File: config.mk
export PLATFORM = sky130hd
export DESIGN_NAME = piso_tx_flat
export DESIGN_NICKNAME = d
export VERILOG_FILES = /design/src/rtl/piso_tx_if.sv /design/src/rtl/piso_tx.sv /design/src/flat_wrapper.sv
export SDC_FILE = /design/constraint.sdc
export NUM_CORES = 1
export LEC_CHECK = 0
export ABC_CLOCK_PERIOD_IN_PS = 1830
export BUFFER_PORTS_ARGS = -buffer_cell sky130_fd_sc_hd__buf_2
export CORE_MARGIN = 5
export CORE_UTILIZATION = 45
export CTS_CLUSTER_SIZE = 12
export DETAILED_ROUTE_END_ITERATION = 8
export PLACE_DENSITY = 0.68
export SYNTH_ARGS = -nofsm -noshare
export SYNTH_HDL_FRONTEND = slang
export SYNTH_SLANG_ARGS = --single-unit
File: constraint.sdc
create_clock -name clk -period 1.83 [get_ports clk]
set_input_delay 0.4575 -clock clk [delete_from_list [all_inputs] [get_ports clk]]
set_output_delay 0.4575 -clock clk [all_outputs]
set_load 0.03 [all_outputs]
File: src/rtl/piso_tx_if.sv
// Word-in / bit-out bundle of the serial transmitter.
// master: word source and line observer; slave: the transmitter itself.
interface piso_tx_if #(
  parameter int DATA_WIDTH = 8
);
  logic                  in_valid;
  logic [DATA_WIDTH-1:0] in_data;
  logic                  in_ready;
  logic                  serial_out;
  logic                  out_valid;
  logic                  frame_start;
  logic                  busy;

  modport master (
    output in_valid,
    output in_data,
    input  in_ready,
    input  serial_out,
    input  out_valid,
    input  frame_start,
    input  busy
  );

  modport slave (
    input  in_valid,
    input  in_data,
    output in_ready,
    output serial_out,
    output out_valid,
    output frame_start,
    output busy
  );
endinterface

File: src/rtl/piso_tx.sv
// Parallel-in serial-out transmitter: first bit one cycle after accept, words back-to-back.
// Backpressure: in_ready only in IDLE or on the last bit; the source holds the word until then.
module piso_tx #(
  parameter int DATA_WIDTH = 8,
  parameter bit MSB_FIRST  = 1'b1
) (
  input  logic     clk,
  input  logic     reset,
  piso_tx_if.slave bus
);
  localparam int              CW   = (DATA_WIDTH > 1) ? $clog2(DATA_WIDTH) : 1;
  localparam logic [CW-1:0]   LAST = CW'(DATA_WIDTH - 1);

  typedef enum logic {IDLE, SHIFT} state_t;

  state_t                state;
  logic [CW-1:0]         cnt;
  logic [DATA_WIDTH-1:0] shreg;
  logic                  serial_q;
  logic                  out_valid_q;
  logic                  frame_start_q;

  logic                  load_bit;
  logic [DATA_WIDTH-1:0] load_rest;
  logic                  next_bit;
  logic [DATA_WIDTH-1:0] next_rest;
  logic                  last_bit;

  // The bit on the line comes from serial_q; shreg holds only the bits still to go.
  always_comb begin
    load_bit  = 1'b0;
    load_rest = '0;
    next_bit  = 1'b0;
    next_rest = '0;
    if (MSB_FIRST) begin
      load_bit  = bus.in_data[DATA_WIDTH-1];
      load_rest = bus.in_data << 1;
      next_bit  = shreg[DATA_WIDTH-1];
      next_rest = shreg << 1;
    end else begin
      load_bit  = bus.in_data[0];
      load_rest = bus.in_data >> 1;
      next_bit  = shreg[0];
      next_rest = shreg >> 1;
    end
  end

  assign last_bit        = (state == SHIFT) && (cnt == LAST);
  assign bus.in_ready    = (state == IDLE) || last_bit;
  assign bus.serial_out  = serial_q;
  assign bus.out_valid   = out_valid_q;
  assign bus.frame_start = frame_start_q;
  assign bus.busy        = (state == SHIFT);

  always_ff @(posedge clk or posedge reset) begin
    if (reset) begin
      state         <= IDLE;
      cnt           <= '0;
      shreg         <= '0;
      serial_q      <= 1'b0;
      out_valid_q   <= 1'b0;
      frame_start_q <= 1'b0;
    end else begin
      case (state)
        IDLE: begin
          if (bus.in_valid) begin
            state         <= SHIFT;
            cnt           <= '0;
            shreg         <= load_rest;
            serial_q      <= load_bit;
            out_valid_q   <= 1'b1;
            frame_start_q <= 1'b1;
          end
        end
        SHIFT: begin
          if (cnt != LAST) begin
            cnt           <= cnt + CW'(1);
            shreg         <= next_rest;
            serial_q      <= next_bit;
            frame_start_q <= 1'b0;
          end else if (bus.in_valid) begin
            // Reload on the last bit so the next word follows with no idle cycle.
            cnt           <= '0;
            shreg         <= load_rest;
            serial_q      <= load_bit;
            out_valid_q   <= 1'b1;
            frame_start_q <= 1'b1;
          end else begin
            state         <= IDLE;
            cnt           <= '0;
            shreg         <= '0;
            serial_q      <= 1'b0;
            out_valid_q   <= 1'b0;
            frame_start_q <= 1'b0;
          end
        end
        default: state <= IDLE;
      endcase
    end
  end
endmodule

File: src/flat_wrapper.sv
// flat-port wrapper written by rule: the top's interface ports become plain ports
module piso_tx_flat 
#(
  parameter int DATA_WIDTH = 8,
  parameter bit MSB_FIRST  = 1'b1
)
  (clk, reset, bus_in_valid, bus_in_data, bus_in_ready, bus_serial_out, bus_out_valid, bus_frame_start, bus_busy);
  piso_tx_if #(.DATA_WIDTH(DATA_WIDTH)) bus_i ();
  input  logic clk;
  input  logic reset;
  input wire logic [$bits(bus_i.in_valid)-1:0] bus_in_valid;
  input wire logic [$bits(bus_i.in_data)-1:0] bus_in_data;
  output wire logic [$bits(bus_i.in_ready)-1:0] bus_in_ready;
  output wire logic [$bits(bus_i.serial_out)-1:0] bus_serial_out;
  output wire logic [$bits(bus_i.out_valid)-1:0] bus_out_valid;
  output wire logic [$bits(bus_i.frame_start)-1:0] bus_frame_start;
  output wire logic [$bits(bus_i.busy)-1:0] bus_busy;
  assign bus_i.in_valid = bus_in_valid;
  assign bus_i.in_data = bus_in_data;
  assign bus_in_ready = bus_i.in_ready;
  assign bus_serial_out = bus_i.serial_out;
  assign bus_out_valid = bus_i.out_valid;
  assign bus_frame_start = bus_i.frame_start;
  assign bus_busy = bus_i.busy;
  piso_tx #(.DATA_WIDTH(DATA_WIDTH), .MSB_FIRST(MSB_FIRST)) u_core (.clk(clk), .reset(reset), .bus(bus_i));
endmodule
==> flow_metrics.env, run 1 <==
export IMPL_p_seq_share_pct=40.2
export IMPL_slowest_stage="dfrtp_1"
export IMPL_num_io_pins=16
export IMPL_synth_area_um2=711.9
export IMPL_start_kind="flop"
export IMPL_area_delta_synth_final_pct=20.21
export IMPL_fillCellCount=137
export IMPL_outcome="complete, no violations"
export IMPL_dpl_hpwl_um=998.5
export IMPL_wirelength_um=1438
export IMPL_busiest_layer="met2"
export IMPL_cts_made_buffers=3
export IMPL_root_buffer="clkbuf_4"
export IMPL_grt_max_degree=22
export IMPL_power_leakage_nw=0.4391
export IMPL_power_w=0.001336
export IMPL_overflow=0
export IMPL_drtIter0Drc=17
export IMPL_pwr_share_comb_pct=47.2
export IMPL_die_area_mm2=0.002478
export IMPL_antenna_found_initial=0
export IMPL_swShare_pct=39.21
export IMPL_chipHeight_um=49.78
export IMPL_htreeDepth=1
export IMPL_synth_top_area_cell="dfrtp_1"
export IMPL_ys_types=21
export IMPL_end_kind="output port"
export IMPL_pwr_share_clk_pct=12.6
export IMPL_clock_path_buffers=2
export IMPL_fin_nets=95
export IMPL_worstPathRequired_ps=1370
export IMPL_io_buffers=15
export IMPL_yosysWarnings=0
export IMPL_fin_hold_ws_ps=210.4
export IMPL_cts_sink_count=14
export IMPL_synth_top_area_share_pct=49.21
export IMPL_hold_violations=0
export IMPL_ant_nets=0
export IMPL_fin_skew_ps=1.427
export IMPL_drive_gt1_share_pct=36.71
export IMPL_ys_seq_area_share_pct=49.21
export IMPL_cts_tree="done"
export IMPL_grt_use_met1_pct=17.48
export IMPL_core_mm2=0.001506
export IMPL_hold_path_class="primary input to async pin"
export IMPL_worst_pin_slew_ps=542.8
export IMPL_regToRegSetupSlack_ps=320
export IMPL_grt_first_pass_wirelength_um=2449
export IMPL_rows=14
export IMPL_post_drt_via_cell_ratio=5.579
export IMPL_holdBufCountCts=0
export IMPL_cpPeakStageDelay_ps=390
export IMPL_route_detailed_drc=0
export IMPL_power_internal_w=0.0008119
export IMPL_maxCapViolCount=0
export IMPL_worst_path_max_fanout=3
export IMPL_synthCells=61
export IMPL_path_buf_inv=1
export IMPL_synth_nets=75
export IMPL_grt_use_met3_pct=2.108
export IMPL_synth_avg_cell_area_um2=11.67
export IMPL_cpLargestDelayFamily="flip-flops"
export IMPL_ir_drop_mv=0.8509
export IMPL_worstPathCellList="ha_2 -> ha_4 -> nand2b_4 -> buf_6"
export IMPL_reg2reg_depth=5
export IMPL_ys_seq_elements=14
export IMPL_place_congestion=0.7068
export IMPL_clk_pin_slew_worst_paths_ps=70
export IMPL_grt_use_total_pct=12.88
export IMPL_dr_pass1_iters=4
export IMPL_finalSetupTns_ps=0
export IMPL_vias=530
export IMPL_final_cell_mix="buf_2, dfrtp_1, mux2i_1, o21ai_1, a32oi_1"
export IMPL_yosys_top_cells_area="dfrtp_1, mux2i_1, a32oi_1, ha_1, o21ai_1"
export IMPL_clock_latency_ps=270
export IMPL_start_util_pct=47.26
export IMPL_power_density_mw_per_mm2=1561
export IMPL_final_min_clock_period_ps=1789
export IMPL_setup_viol_count_final=0
export IMPL_num_antenna_cells=0
export IMPL_post_route_period_util_pct=97.78
export IMPL_grtUsageMet2_pct=18.86
export IMPL_die_w_um=49.78
export IMPL_worstReg2RegEnd="u_core.shreg[7]$_DFFE_PP0P_"
export IMPL_relSlewSlack_pct=63.77
export IMPL_crit_type="flop to output port"
export IMPL_p_sw_w=0.0005236
export IMPL_fmax_ghz=0.5589
export IMPL_maxSlewViolCount=0
export IMPL_r2r_start="u_core.cnt[1]$_DFFE_PP0P_"
export IMPL_avgRoutedWirePerCell_um=15.14
export IMPL_first_global_vias=539
export IMPL_cp_data_arrival_time_ps=1330
## worst register-to-register path: cells and delay by family (launching register included)
| kind | cells | cell delay [ps] |
|---|---|---|
| AOI/OAI and AO/OA | 2 | 190 |
| adders and majority gates | 2 | 540 |
| DFF | 1 | 390 |
| and+or+nand+nor | 1 | 310 |
## sequential cells by signal, indices dropped and copies added (netlist names)
register                count
u_core.shreg                7
u_core.cnt                  3
u_core.bus.busy             1
u_core.bus.frame_start      1
u_core.bus.out_valid        1
u_core.bus.serial_out       1
## power groups by stage
stage | sequential, W | clock (W) | combinational [W]
finish | 0.000536 | 0.000168 | 0.000631
global route | 0.000552 | 0.000192 | 0.000682
CTS | 0.000532 | 0.000177 | 0.000587
detailed placement | 0.000536 | 0 | 0.000534
global placement | 0.000527 | 0 | 0.000522
floorplan | 0.000570 | 0 | 0.000390
## synth_stat cells, drive strengths merged
| cell | number |
|---|---|
| nor2b | 1 |
| a21oi | 1 |
| o21ai | 10 |
| a32oi | 6 |
| nor2 | 2 |
| ha | 3 |
| nand2b | 1 |
| nand2 | 3 |
| inv | 2 |
| a22oi | 1 |
| nand3 | 1 |
| a22o | 2 |
| buf | 5 |
| a31oi | 1 |
| or2 | 1 |
| dfrtp | 14 |
| mux2i | 7 |
## metal layers
| layer | up-vias | part of all wire (%) |
|---|---|---|
| met5 | - | 0 |
| met4 | 0 | 2.4 |
| met3 | 5 | 4.6 |
| met2 | 12 | 45 |
| met1 | 245 | 48 |
| li1 | 268 | - |
## repair_timing
action	CTS	global route
setup buffers	1	3
gates resized for setup	5	1
setup endpoints to repair	1	1
pin swaps	0	1
gates cloned	0	0
## logic make-up (layout without fill, tap and decap cells)
family	Yosys count	after routing	share of synthesized area [%]
AOI/OAI and AO/OA	21	21	21.97
DFF	14	14	49.21
and+or+nand+nor	9	9	7.030
muxes	7	7	9.842
buffers and inverters	7	25	6.679
adders and majority gates	3	3	5.273
## layout make-up
class / instances / area, um^2 / area share (%)
Sequential cell: 14 / 350.3 / 40.94
Inverter: 2 / 7.507 / 0.8772
Multi-Input combinational cell: 40 / 336.6 / 39.33
Tap cell: 16 / 20.02 / 2.339
Timing Repair Buffer: 20 / 118.9 / 13.89
Clock buffer: 3 / 22.52 / 2.632
## through the flow
stage / cells / setup slack [ps] / utilization [%] / area [um^2]
4_1_cts: 92 / 22.22 / 54.65 / 823.3
3_5_place_dp: 88 / 173.9 / 51.41 / 774.5
6_report: 95 / 40.70 / 56.81 / 855.8
5_1_grt: 95 / -1.458 / 56.81 / 855.8
3_3_place_gp: 88 / 228.2 / 51.41 / 774.5
2_1_floorplan: 61 / 300.7 / - / 711.9
## worst max path at each step
| stage | cells after the start | end | startpoint |
|---|---|---|---|
| 2_1_floorplan | 3 | bus_in_ready | u_core.cnt[0]$_DFFE_PP0P_ |
| 3_3_place_gp | 4 | bus_in_ready | u_core.cnt[0]$_DFFE_PP0P_ |
| 3_5_place_dp | 4 | bus_in_ready | u_core.cnt[0]$_DFFE_PP0P_ |
| 4_1_cts | 4 | bus_in_ready | u_core.cnt[0]$_DFFE_PP0P_ |
| 5_1_grt | 4 | bus_in_ready | u_core.cnt[1]$_DFFE_PP0P_ |
| 6_report | 4 | bus_in_ready | u_core.cnt[1]$_DFFE_PP0P_ |
No activity file was read; power rests on OpenSTA's default activity.
==> run 2, diff against run 1 <==
--- a/config.mk
+++ b/config.mk
@@ -12,6 +12,7 @@
 export CTS_CLUSTER_SIZE = 12
 export DETAILED_ROUTE_END_ITERATION = 8
 export PLACE_DENSITY = 0.68
+export RECOVER_POWER = 100
 export SYNTH_ARGS = -nofsm -noshare
 export SYNTH_HDL_FRONTEND = slang
 export SYNTH_SLANG_ARGS = --single-unit
==> flow_metrics.env, run 2 (synthesized netlist as in run 1, its figures left out) <==
export IMPL_outcome="complete, no violations"
export IMPL_fillCellCount=137
export IMPL_avgRoutedWirePerCell_um=15.14
export IMPL_final_seq_area_um2=350.3
export IMPL_die_area_mm2=0.002478
export IMPL_chipHeight_um=49.78
export IMPL_rows=14
export IMPL_ant_nets=0
export IMPL_start_util_pct=47.26
export IMPL_pre_cts_ws_ps=173.9
export IMPL_place_congestion=0.7068
export IMPL_crit_type="flop to output port"
export IMPL_worstPathCellList="ha_2 -> ha_4 -> nand2b_4 -> buf_6"
export IMPL_pwr_share_clk_pct=12.6
export IMPL_largestRegisters="u_core.shreg (7), u_core.cnt (3)"
export IMPL_grt_max_degree=22
export IMPL_largest_reg_flops=7
export IMPL_clk_pin_slew_worst_paths_ps=70
export IMPL_area_delta_synth_final_pct=20.21
export IMPL_drive_gt1_share_pct=36.71
export IMPL_htreeDepth=1
export IMPL_power_internal_w=0.0008119
export IMPL_die_w_um=49.78
export IMPL_power_density_mw_per_mm2=1561
export IMPL_final_cell_mix="buf_2, dfrtp_1, mux2i_1, o21ai_1, a32oi_1"
export IMPL_vias=530
export IMPL_num_io_pins=16
export IMPL_wirelength_um=1438
export IMPL_p_sw_w=0.0005236
export IMPL_end_kind="output port"
export IMPL_multi_input_area_um2=336.6
export IMPL_holdBufCountCts=0
export IMPL_final_min_clock_period_ps=1789
export IMPL_antenna_found_initial=0
export IMPL_core_mm2=0.001506
export IMPL_io_buffers=15
export IMPL_dr_pass1_iters=4
export IMPL_cpPeakStageDelay_ps=390
export IMPL_power_leakage_nw=0.4391
export IMPL_hold_violations=0
export IMPL_power_w=0.001336
export IMPL_cts_tree="done"
export IMPL_maxSlewViolCount=0
export IMPL_fmax_ghz=0.5589
export IMPL_fin_skew_ps=1.427
export IMPL_worst_pin_slew_ps=542.8
export IMPL_setup_slack_ps=40.70
export IMPL_overflow=0
export IMPL_route_detailed_drc=0
export IMPL_first_global_vias=539
export IMPL_p_seq_share_pct=40.2
export IMPL_grt_use_total_pct=12.88
export IMPL_worst_path_max_fanout=3
export IMPL_worstPathRequired_ps=1370
export IMPL_swShare_pct=39.21
export IMPL_slowest_stage="dfrtp_1"
export IMPL_cts_sink_count=14
export IMPL_dpl_hpwl_um=998.5
export IMPL_hold_path_class="primary input to async pin"
export IMPL_cts_made_buffers=3
export IMPL_regMostFlops="u_core.shreg"
export IMPL_relSlewSlack_pct=63.77
export IMPL_drtIter0Drc=17
export IMPL_clock_path_buffers=2
export IMPL_cp_data_arrival_time_ps=1330
export IMPL_num_antenna_cells=0
export IMPL_fin_nets=95
export IMPL_post_route_period_util_pct=97.78
export IMPL_root_buffer="clkbuf_4"
export IMPL_clock_latency_ps=270
export IMPL_setup_viol_count_final=0
export IMPL_start_kind="flop"
export IMPL_grt_first_pass_wirelength_um=2449
export IMPL_ir_drop_mv=0.8509
export IMPL_post_drt_via_cell_ratio=5.579
export IMPL_maxCapViolCount=0
export IMPL_pwr_share_comb_pct=47.2
-- run 2: final timing paths --
| path | from | end | slack [ps] | cells after the start |
|---|---|---|---|---|
| setup / recovery | u_core.cnt[1]$_DFFE_PP0P_ | bus_in_ready | 40 | 4 |
| hold / removal | reset | u_core.shreg[1]$_DFFE_PP0P_ | 210 | 2 |
| setup reg to reg | u_core.cnt[1]$_DFFE_PP0P_ | u_core.shreg[7]$_DFFE_PP0P_ | 320 | 5 |
| hold reg to reg | u_core.shreg[2]$_DFFE_PP0P_ | u_core.shreg[3]$_DFFE_PP0P_ | 510 | 2 |
| max in group asynchronous | reset | u_core.cnt[2]$_DFFE_PP0P_ | 1260 | 2 |
| min in group clk | bus_in_data[5] | u_core.shreg[6]$_DFFE_PP0P_ | 410 | 3 |
-- run 2: final cells by class --
type                            instances  share of cell area [%]
Clock buffer                            3                   2.632
Inverter                                2                  0.8772
Multi-Input combinational cell         40                   39.33
Sequential cell                        14                   40.94
Tap cell                               16                   2.339
Timing Repair Buffer                   20                   13.89
-- run 2: what timing repair did --
action | 4_1_cts | 5_1_grt
setup buffers | 1 | 3
pin swaps | 0 | 1
setup endpoints to repair | 1 | 1
resized for setup | 5 | 1
-- run 2: worst max-delay path: cells and delay by family (launching register included) --
kind	cells	cell delay, ps
flops	1	390
fa+ha+maj	2	370
buf+inv	1	150
simple gates	1	140
-- run 2: through the flow --
| step | TNS, ps | instance area [um^2] | hold WS, ps | std cells | utilization (%) |
|---|---|---|---|---|---|
| after floorplan | 0 | 711.9 | 346.7 | 61 | - |
| after global placement | 0 | 774.5 | 481.0 | 88 | 51.41 |
| after detailed placement | 0 | 774.5 | 490.6 | 88 | 51.41 |
| after CTS | 0 | 823.3 | 230.1 | 92 | 54.65 |
| after global routing | -1.458 | 855.8 | 260.2 | 95 | 56.81 |
| final | 0 | 855.8 | 210.4 | 95 | 56.81 |
-- run 2: power groups by stage --
stage / logic (W) / registers [W] / clock network [W]
after CTS: 0.000587 / 0.000532 / 0.000177
after global routing: 0.000682 / 0.000552 / 0.000192
after floorplan: 0.000390 / 0.000570 / 0
final: 0.000631 / 0.000536 / 0.000168
after detailed placement: 0.000534 / 0.000536 / 0
after global placement: 0.000522 / 0.000527 / 0
-- run 2: metal layers --
| metal | track usage (%) | routed length [um] | vias up |
|---|---|---|---|
| li1 | - | - | 268 |
| met1 | 17.48 | 690 | 245 |
| met2 | 18.86 | 646 | 12 |
| met3 | 2.108 | 66 | 5 |
| met4 | 7.860 | 34 | 0 |
| met5 | 0 | 0 | - |
